===== src/rtl/mem_controller.sv =====
// Byte-serial memory controller: serialises iCache word fetches and LSB loads/stores onto an 8-bit RAM bus.
// Optional build macro IO_BUFFER_FULL_CHECK_EN adds io_buffer_full back-pressure on I/O-space writes.
module mem_controller #(
    parameter logic [31:0] IO_BOUNDARY = 32'h30000
) (
    input  logic        clk_in,
    input  logic        rst_in,
    input  logic        rdy_in,
    input  logic [31:0] iCache2memCon_address,
    input  logic        iCache2memCon_enable,
    output logic [31:0] memCon2iCache_return,
    output logic        memCon2iCache_valid,
    input  logic        lsb2memCon_enable,
    input  logic        lsb2memCon_wr,
    input  logic [31:0] lsb2memCon_address,
    input  logic [1:0]  lsb2memCon_size,
    input  logic [31:0] lsb2memCon_data,
    output logic [31:0] memCon2lsb_return,
    output logic        memCon2lsb_valid,
    input  logic [7:0]  mem_din,
    output logic [7:0]  mem_dout,
    output logic [31:0] mem_a,
    output logic        mem_wr
`ifdef IO_BUFFER_FULL_CHECK_EN
    ,
    input  logic        io_buffer_full
`endif
);

    // state | meaning
    // IDLE  | waiting for a request; LSB wins over iCache
    // READ  | issuing addresses and capturing bytes one cycle behind
    // WRITE | driving one byte per cycle with mem_wr
    // DONE  | valid pulse to the requester; enables ignored
    typedef enum logic [1:0] {IDLE, READ, WRITE, DONE} state_t;

    state_t      state;
    logic        req_lsb;
    logic [31:0] addr_q;
    logic [31:0] data_q;
    logic [1:0]  n_last;
    logic [2:0]  cnt;
    logic [31:0] rbuf;
    logic [31:0] mem_a_q;
    logic [7:0]  dout_q;
    logic        wr_q;
    logic [31:0] ic_ret;
    logic        ic_valid;
    logic [31:0] lsb_ret;
    logic        lsb_valid;
    logic        rdy_q;
    logic [7:0]  din_skid;

    logic [7:0]  din_now;
    logic [31:0] rbuf_next;
    logic [2:0]  cnt_last;
    logic [1:0]  wr_idx_next;
    logic [7:0]  wr_byte_next;
    logic        io_hold;
    logic        io_gap;

    function automatic logic [1:0] size_to_last(input logic [1:0] size);
        case (size)
            2'd0:    return 2'd0;
            2'd1:    return 2'd1;
            default: return 2'd3;
        endcase
    endfunction

    // During a stall the RAM keeps answering for the held address, so the
    // byte that was in flight when the stall began is parked here.
    always_ff @(posedge clk_in) begin
        if (rst_in) begin
            rdy_q    <= 1'b0;
            din_skid <= 8'h00;
        end else begin
            rdy_q <= rdy_in;
            if (!rdy_in && rdy_q)
                din_skid <= mem_din;
        end
    end

    assign din_now  = rdy_q ? mem_din : din_skid;
    assign cnt_last = {1'b0, n_last};

    always_comb begin
        rbuf_next = rbuf;
        case (cnt)
            3'd1:    rbuf_next[7:0]   = din_now;
            3'd2:    rbuf_next[15:8]  = din_now;
            3'd3:    rbuf_next[23:16] = din_now;
            3'd4:    rbuf_next[31:24] = din_now;
            default: rbuf_next = rbuf;
        endcase
    end

    assign wr_idx_next = cnt[1:0] + 2'd1;

    always_comb begin
        case (wr_idx_next)
            2'd0:    wr_byte_next = data_q[7:0];
            2'd1:    wr_byte_next = data_q[15:8];
            2'd2:    wr_byte_next = data_q[23:16];
            default: wr_byte_next = data_q[31:24];
        endcase
    end

`ifdef IO_BUFFER_FULL_CHECK_EN
    logic is_io;
    assign is_io   = (mem_a_q >= IO_BOUNDARY);
    assign io_hold = wr_q & is_io & io_buffer_full;
    assign io_gap  = wr_q & is_io;
`else
    assign io_hold = 1'b0;
    assign io_gap  = 1'b0;
`endif

    always_ff @(posedge clk_in) begin
        if (rst_in) begin
            state     <= IDLE;
            req_lsb   <= 1'b0;
            addr_q    <= 32'h0;
            data_q    <= 32'h0;
            n_last    <= 2'd0;
            cnt       <= 3'd0;
            rbuf      <= 32'h0;
            mem_a_q   <= 32'h0;
            dout_q    <= 8'h00;
            wr_q      <= 1'b0;
            ic_ret    <= 32'h0;
            ic_valid  <= 1'b0;
            lsb_ret   <= 32'h0;
            lsb_valid <= 1'b0;
        end else if (rdy_in) begin
            ic_valid  <= 1'b0;
            lsb_valid <= 1'b0;
            case (state)
                IDLE: begin
                    if (lsb2memCon_enable) begin
                        req_lsb <= 1'b1;
                        addr_q  <= lsb2memCon_address;
                        data_q  <= lsb2memCon_data;
                        n_last  <= size_to_last(lsb2memCon_size);
                        cnt     <= 3'd0;
                        rbuf    <= 32'h0;
                        mem_a_q <= lsb2memCon_address;
                        if (lsb2memCon_wr) begin
                            state  <= WRITE;
                            wr_q   <= 1'b1;
                            dout_q <= lsb2memCon_data[7:0];
                        end else begin
                            state <= READ;
                        end
                    end else if (iCache2memCon_enable) begin
                        req_lsb <= 1'b0;
                        addr_q  <= iCache2memCon_address;
                        n_last  <= 2'd3;
                        cnt     <= 3'd0;
                        rbuf    <= 32'h0;
                        mem_a_q <= iCache2memCon_address;
                        state   <= READ;
                    end
                end
                READ: begin
                    rbuf <= rbuf_next;
                    cnt  <= cnt + 3'd1;
                    if (cnt < cnt_last)
                        mem_a_q <= addr_q + {29'd0, cnt} + 32'd1;
                    if (cnt == cnt_last + 3'd1) begin
                        state <= DONE;
                        if (req_lsb) begin
                            lsb_ret   <= rbuf_next;
                            lsb_valid <= 1'b1;
                        end else begin
                            ic_ret   <= rbuf_next;
                            ic_valid <= 1'b1;
                        end
                    end
                end
                WRITE: begin
                    // An I/O byte is followed by one quiet cycle before moving on.
                    if (!io_hold) begin
                        if (io_gap) begin
                            wr_q   <= 1'b0;
                            dout_q <= 8'h00;
                        end else if (cnt[1:0] == n_last) begin
                            wr_q      <= 1'b0;
                            dout_q    <= 8'h00;
                            state     <= DONE;
                            lsb_valid <= 1'b1;
                        end else begin
                            cnt     <= cnt + 3'd1;
                            mem_a_q <= addr_q + {29'd0, cnt} + 32'd1;
                            dout_q  <= wr_byte_next;
                            wr_q    <= 1'b1;
                        end
                    end
                end
                DONE: state <= IDLE;
                default: state <= IDLE;
            endcase
        end
    end

    assign mem_wr               = wr_q & rdy_in & ~io_hold;
    assign mem_dout             = mem_wr ? dout_q : 8'h00;
    assign mem_a                = mem_a_q;
    assign memCon2iCache_return = ic_ret;
    assign memCon2iCache_valid  = ic_valid;
    assign memCon2lsb_return    = lsb_ret;
    assign memCon2lsb_valid     = lsb_valid;

endmodule

===== config.mk =====
export PLATFORM = sky130hd
export DESIGN_NAME = mem_controller
export DESIGN_NICKNAME = d
export VERILOG_FILES = /design/src/rtl/mem_controller.sv
export SDC_FILE = /design/constraint.sdc
export NUM_CORES = 1
export LEC_CHECK = 0
export ABC_AREA = 1
export CORE_UTILIZATION = 35
export DETAILED_ROUTE_END_ITERATION = 10
export HOLD_SLACK_MARGIN = 0.15
export MAX_ROUTING_LAYER = met4
export PLACE_DENSITY = 0.71
export SKIP_LAST_GASP = 1
export SLEW_MARGIN = 20
export SYNTH_ARGS = -nofsm -noshare
export SYNTH_HDL_FRONTEND = slang
export SYNTH_SLANG_ARGS = --single-unit

===== constraint.sdc =====
create_clock -name clk_in -period 2.45 [get_ports clk_in]
set_clock_uncertainty 0.1 [all_clocks]
set_input_delay 0.735 -clock clk_in [delete_from_list [all_inputs] [get_ports clk_in]]
set_output_delay 0.735 -clock clk_in [all_outputs]
set_load 0.02 [all_outputs]

==> impl_results.md <==
* DRT Wirelength at approximately 32 mm
* Fmax at approximately 420 MHz
* Num rows at between 60 and 70
* Skew-Pair Late Insertion Delay at between 0.5 and 0.6 ns
* Initial drt markers at 904
* Critical Path AT at between 1.5 and 2 ns
* Gate Count Post-Synth at 1,441
* Fin. Hold Viols at 0
* Total power at between 10 and 15 mW
* CP endpoint kind: output port
* Top FF cell, synth: dfxtp_1
* Sink Count at 220
* WL/cell at around 16 um
* Critical path buffers and inverters at 1
* Tmin final at between 2 and 2.5 ns
* Crit. Startpoint: memCon2lsb_return[27]
* Critical Path RT at roughly 1.6 ns
* Hold Path Class: flip-flop to flip-flop
* Layout cells sized above 1 at 8.69%
* Critical path's largest stage delay at around 0.67 ns
* Clk buf depth at 3
* Clock power share at a little under two fifths
* Max-cap viol count at 0
* Ys async rst share at 0%
* R2r endpoint: mem_a[26]
* Ys Warns at 0
* HPWL after DPL at roughly 23 mm
* Worst Setup EP: memCon2lsb_return[27]
* Slew @ Worst Pin at about 0.8 ns
* All-Layer GR Usage at 21.8%
* Synth Register Bits at between 200 and 250
* Power Density at about 740 nW/um^2
* FF-to-FF setup slack at 0.13 ns
* Root Buffer: clkbuf_16
* Max VDD drop at around 530 uV
* CP cell instances: clkdlybuf4s50_1
* CP Max Fanout at 2
* Sequential Area at between 4000 and 5000 sq um
* Slew headroom at between 40% and 50%
* Global-route wire length before repair at between 50 and 60 mm
* Reg clk slew, reported paths at 0.06 ns
* Seq pwr share at 39.1%
* Mapped Area at approximately 10,000 sq um
* Total congestion overflow at 0
* Comb pwr share at between 20% and 30%
* Vias at approximately 11,000
* Synth-to-Final Area Change at 36.7%
* Residual DRC at 0
* Post-DR vias/cell at around 5.1
* Initial Util at a little over a third
* Final period util at between 90% and 100%
* Net Sw Power at around 3.2 mW
* Outcome: completed
* # setup viols final at 0
* Final ANT Viol Nets at 0
* Avg Cell Area, Syn at around 7.1 sq um
* Crit-path leading delay family: buffers and inverters
* WS Path Type: flip-flop to output port
* Largest net degree at the start of global routing at about 140
* Multi-input gate area at 5200 sq um
* NumNets Final at approximately 1,800
* Height of the die at ~170 um
* CTS Buf Count at 25
* Reg2reg path depth at 13
* Area after DPL at roughly 13,000 sq um
* Die X at around 170 um
* Total Negative Setup Slacks at 0 ns
* First-pass detailed-route iteration total at 7
* I/O Buffers at between 200 and 250
* RSZ-0062 raised after global routing: false
* CP max stage cell: clkdlybuf4s50_1
* Distinct cell type count after synthesis at 33
* Vias in the first global route at 9,868
* Sw Share at about 31%
* Routability cong. at 0.942
* P_leak at ~5.4 nW
* Worst R2R Start: cnt[0]
* Int Pwr at 7.20 mW
* Filler cells at 2,779
* Finished Cell Area at around 14,000 sq um
* Startpoint types: flip-flop
* Die Footprint at roughly 30,000 sq um
* Post-synth EDFFs at 0
* H-tree depth at 1
* Core area at around 29,000 sq um
* Sequential share of the synthesized area at a little over two fifths
* TritonCTS clock tree: yes
* Synthesized net count at 1,572
* Initial antenna violation count at 1
* WP depth at 1
* Final slew viol count at 0
* Io pins at between 200 and 250
-- final cells by class --
class	count	share of cell area [%]
antenna	1	0.0178
clock buffer	33	5.02
clock inverter	10	1.04
inverter	97	2.59
multi-input combinational	1042	37.0
sequential	220	31.3
tap	384	3.42
timing repair buffer	279	19.6
-- worst min-delay path by stage --
| stage | from | end | cells after the start |
|---|---|---|---|
| final | din_skid[7] | din_skid[7] | 2 |
| after global routing | din_skid[0] | din_skid[0] | 2 |
| after CTS | din_skid[0] | din_skid[0] | 2 |
| after detailed placement | din_skid[7] | din_skid[7] | 2 |
| after global placement | din_skid[5] | din_skid[5] | 2 |
| after floorplan | din_skid[0] | din_skid[0] | 2 |
-- placed cells by master (no fill, tap or decap), types with 3 or more instances in the layout --
cell             Yosys  final
a21oi_1            217    217
nand4_1              6      6
bufinv_16            0      3
inv_2                4      5
or2_2                3      3
nand2_1            367    367
mux2i_1             25     25
clkinv_1             4      4
dfxtp_1            220    220
clkbuf_1            59      3
o211ai_1             9      9
nor3_4               0      3
ha_1                18     18
nand3_1             83     82
clkdlybuf4s50_1      0    205
nand3b_1            10     10
buf_4                3     49
o21ai_0             95     94
clkbuf_8             0      5
buf_12               0     13
inv_1               89     88
buf_2               21      9
nor2_2               3      4
clkbuf_16            0     25
a211oi_1            29     29
nor2_1             134    133
o221ai_1             8      8
clkinv_2             0      4
mux2_2              16     16
-- stage by stage --
step,hold slack (ns),util (%),instances,setup WS (ns)
after global placement,0.333,46.0,2021,-0.495
after global routing,0.368,48.9,2066,0.00744
final,0.346,48.9,2066,0.0728
after floorplan,0.324,-,1441,0.406
after detailed placement,0.341,46.0,2021,-0.527
after CTS,0.351,48.8,2065,0.0455
-- power groups by stage --
stage / logic (mW) / registers (mW) / clock network (mW)
6_report: 2.48 / 4.08 / 3.88
5_1_grt: 2.73 / 4.12 / 4.10
4_1_cts: 2.48 / 4.08 / 3.93
3_5_place_dp: 2.47 / 4.15 / 0
3_3_place_gp: 2.45 / 4.14 / 0
2_1_floorplan: 1.32 / 4.22 / 0
-- cells in the mapped netlist (all sizes together) (6+ instances only) --
library cell	instances	area, sq um
ha	18	225
a21oi	218	1090
mux2	16	180
nand3	83	415
clkbuf	59	221
dfxtp	220	4400
buf	24	128
nor2	137	522
nand3b	10	75.1
mux2i	25	250
a211oi	29	218
o21ai	96	480
nand2	367	1380
nand4	6	37.5
o221ai	8	70.1
inv	93	349
o211ai	9	67.6
-- routing by layer --
| layer | GRT usage [%] | wire [um] |
|---|---|---|
| met4 | 4.76 | 567 |
| met1 | 29.8 | 15200 |
| met2 | 33.5 | 14200 |
| met3 | 3.97 | 2480 |
| met5 | - | 0 |
-- state kept, by name (all words and copies together), names as in the netlist, 2 cells and up --
name	cells
addr_q	32
data_q	32
memCon2iCache_return	32
memCon2lsb_return	32
mem_a	32
rbuf	32
din_skid	8
dout_q	8
cnt	3
n_last	2
state	2
-- worst register-to-register path, delay by kind of cell, from the launching register on --
kind / cells / cell delay (ns)
and+or+nand+nor: 7 / 0.74
adders and majority gates: 2 / 0.61
buffers and inverters: 3 / 0.35
DFF: 1 / 0.31
AOI/OAI and AO/OA: 1 / 0.05
-- timing repair --
action / in CTS / in global routing
pin swaps: 1 / 0
gates cloned: 1 / 0
hold buffers: 0 / 0
setup buffers: 0 / 0
endpoints found under the setup margin: 9 / 10
resized for setup: 37 / 4
-- cell families after synthesis --
logic type,Yosys count,share of synthesized area [%]
muxes,41,4.19
AOI/OAI and AO/OA,364,19.0
DFF,220,42.8
and+or+nand+nor,613,24.3
xor gates and xnor gates,4,0.341
adders and majority gates,19,2.38
buffers and inverters,180,6.94
Note: power is estimated with default switching activity, not from simulation.
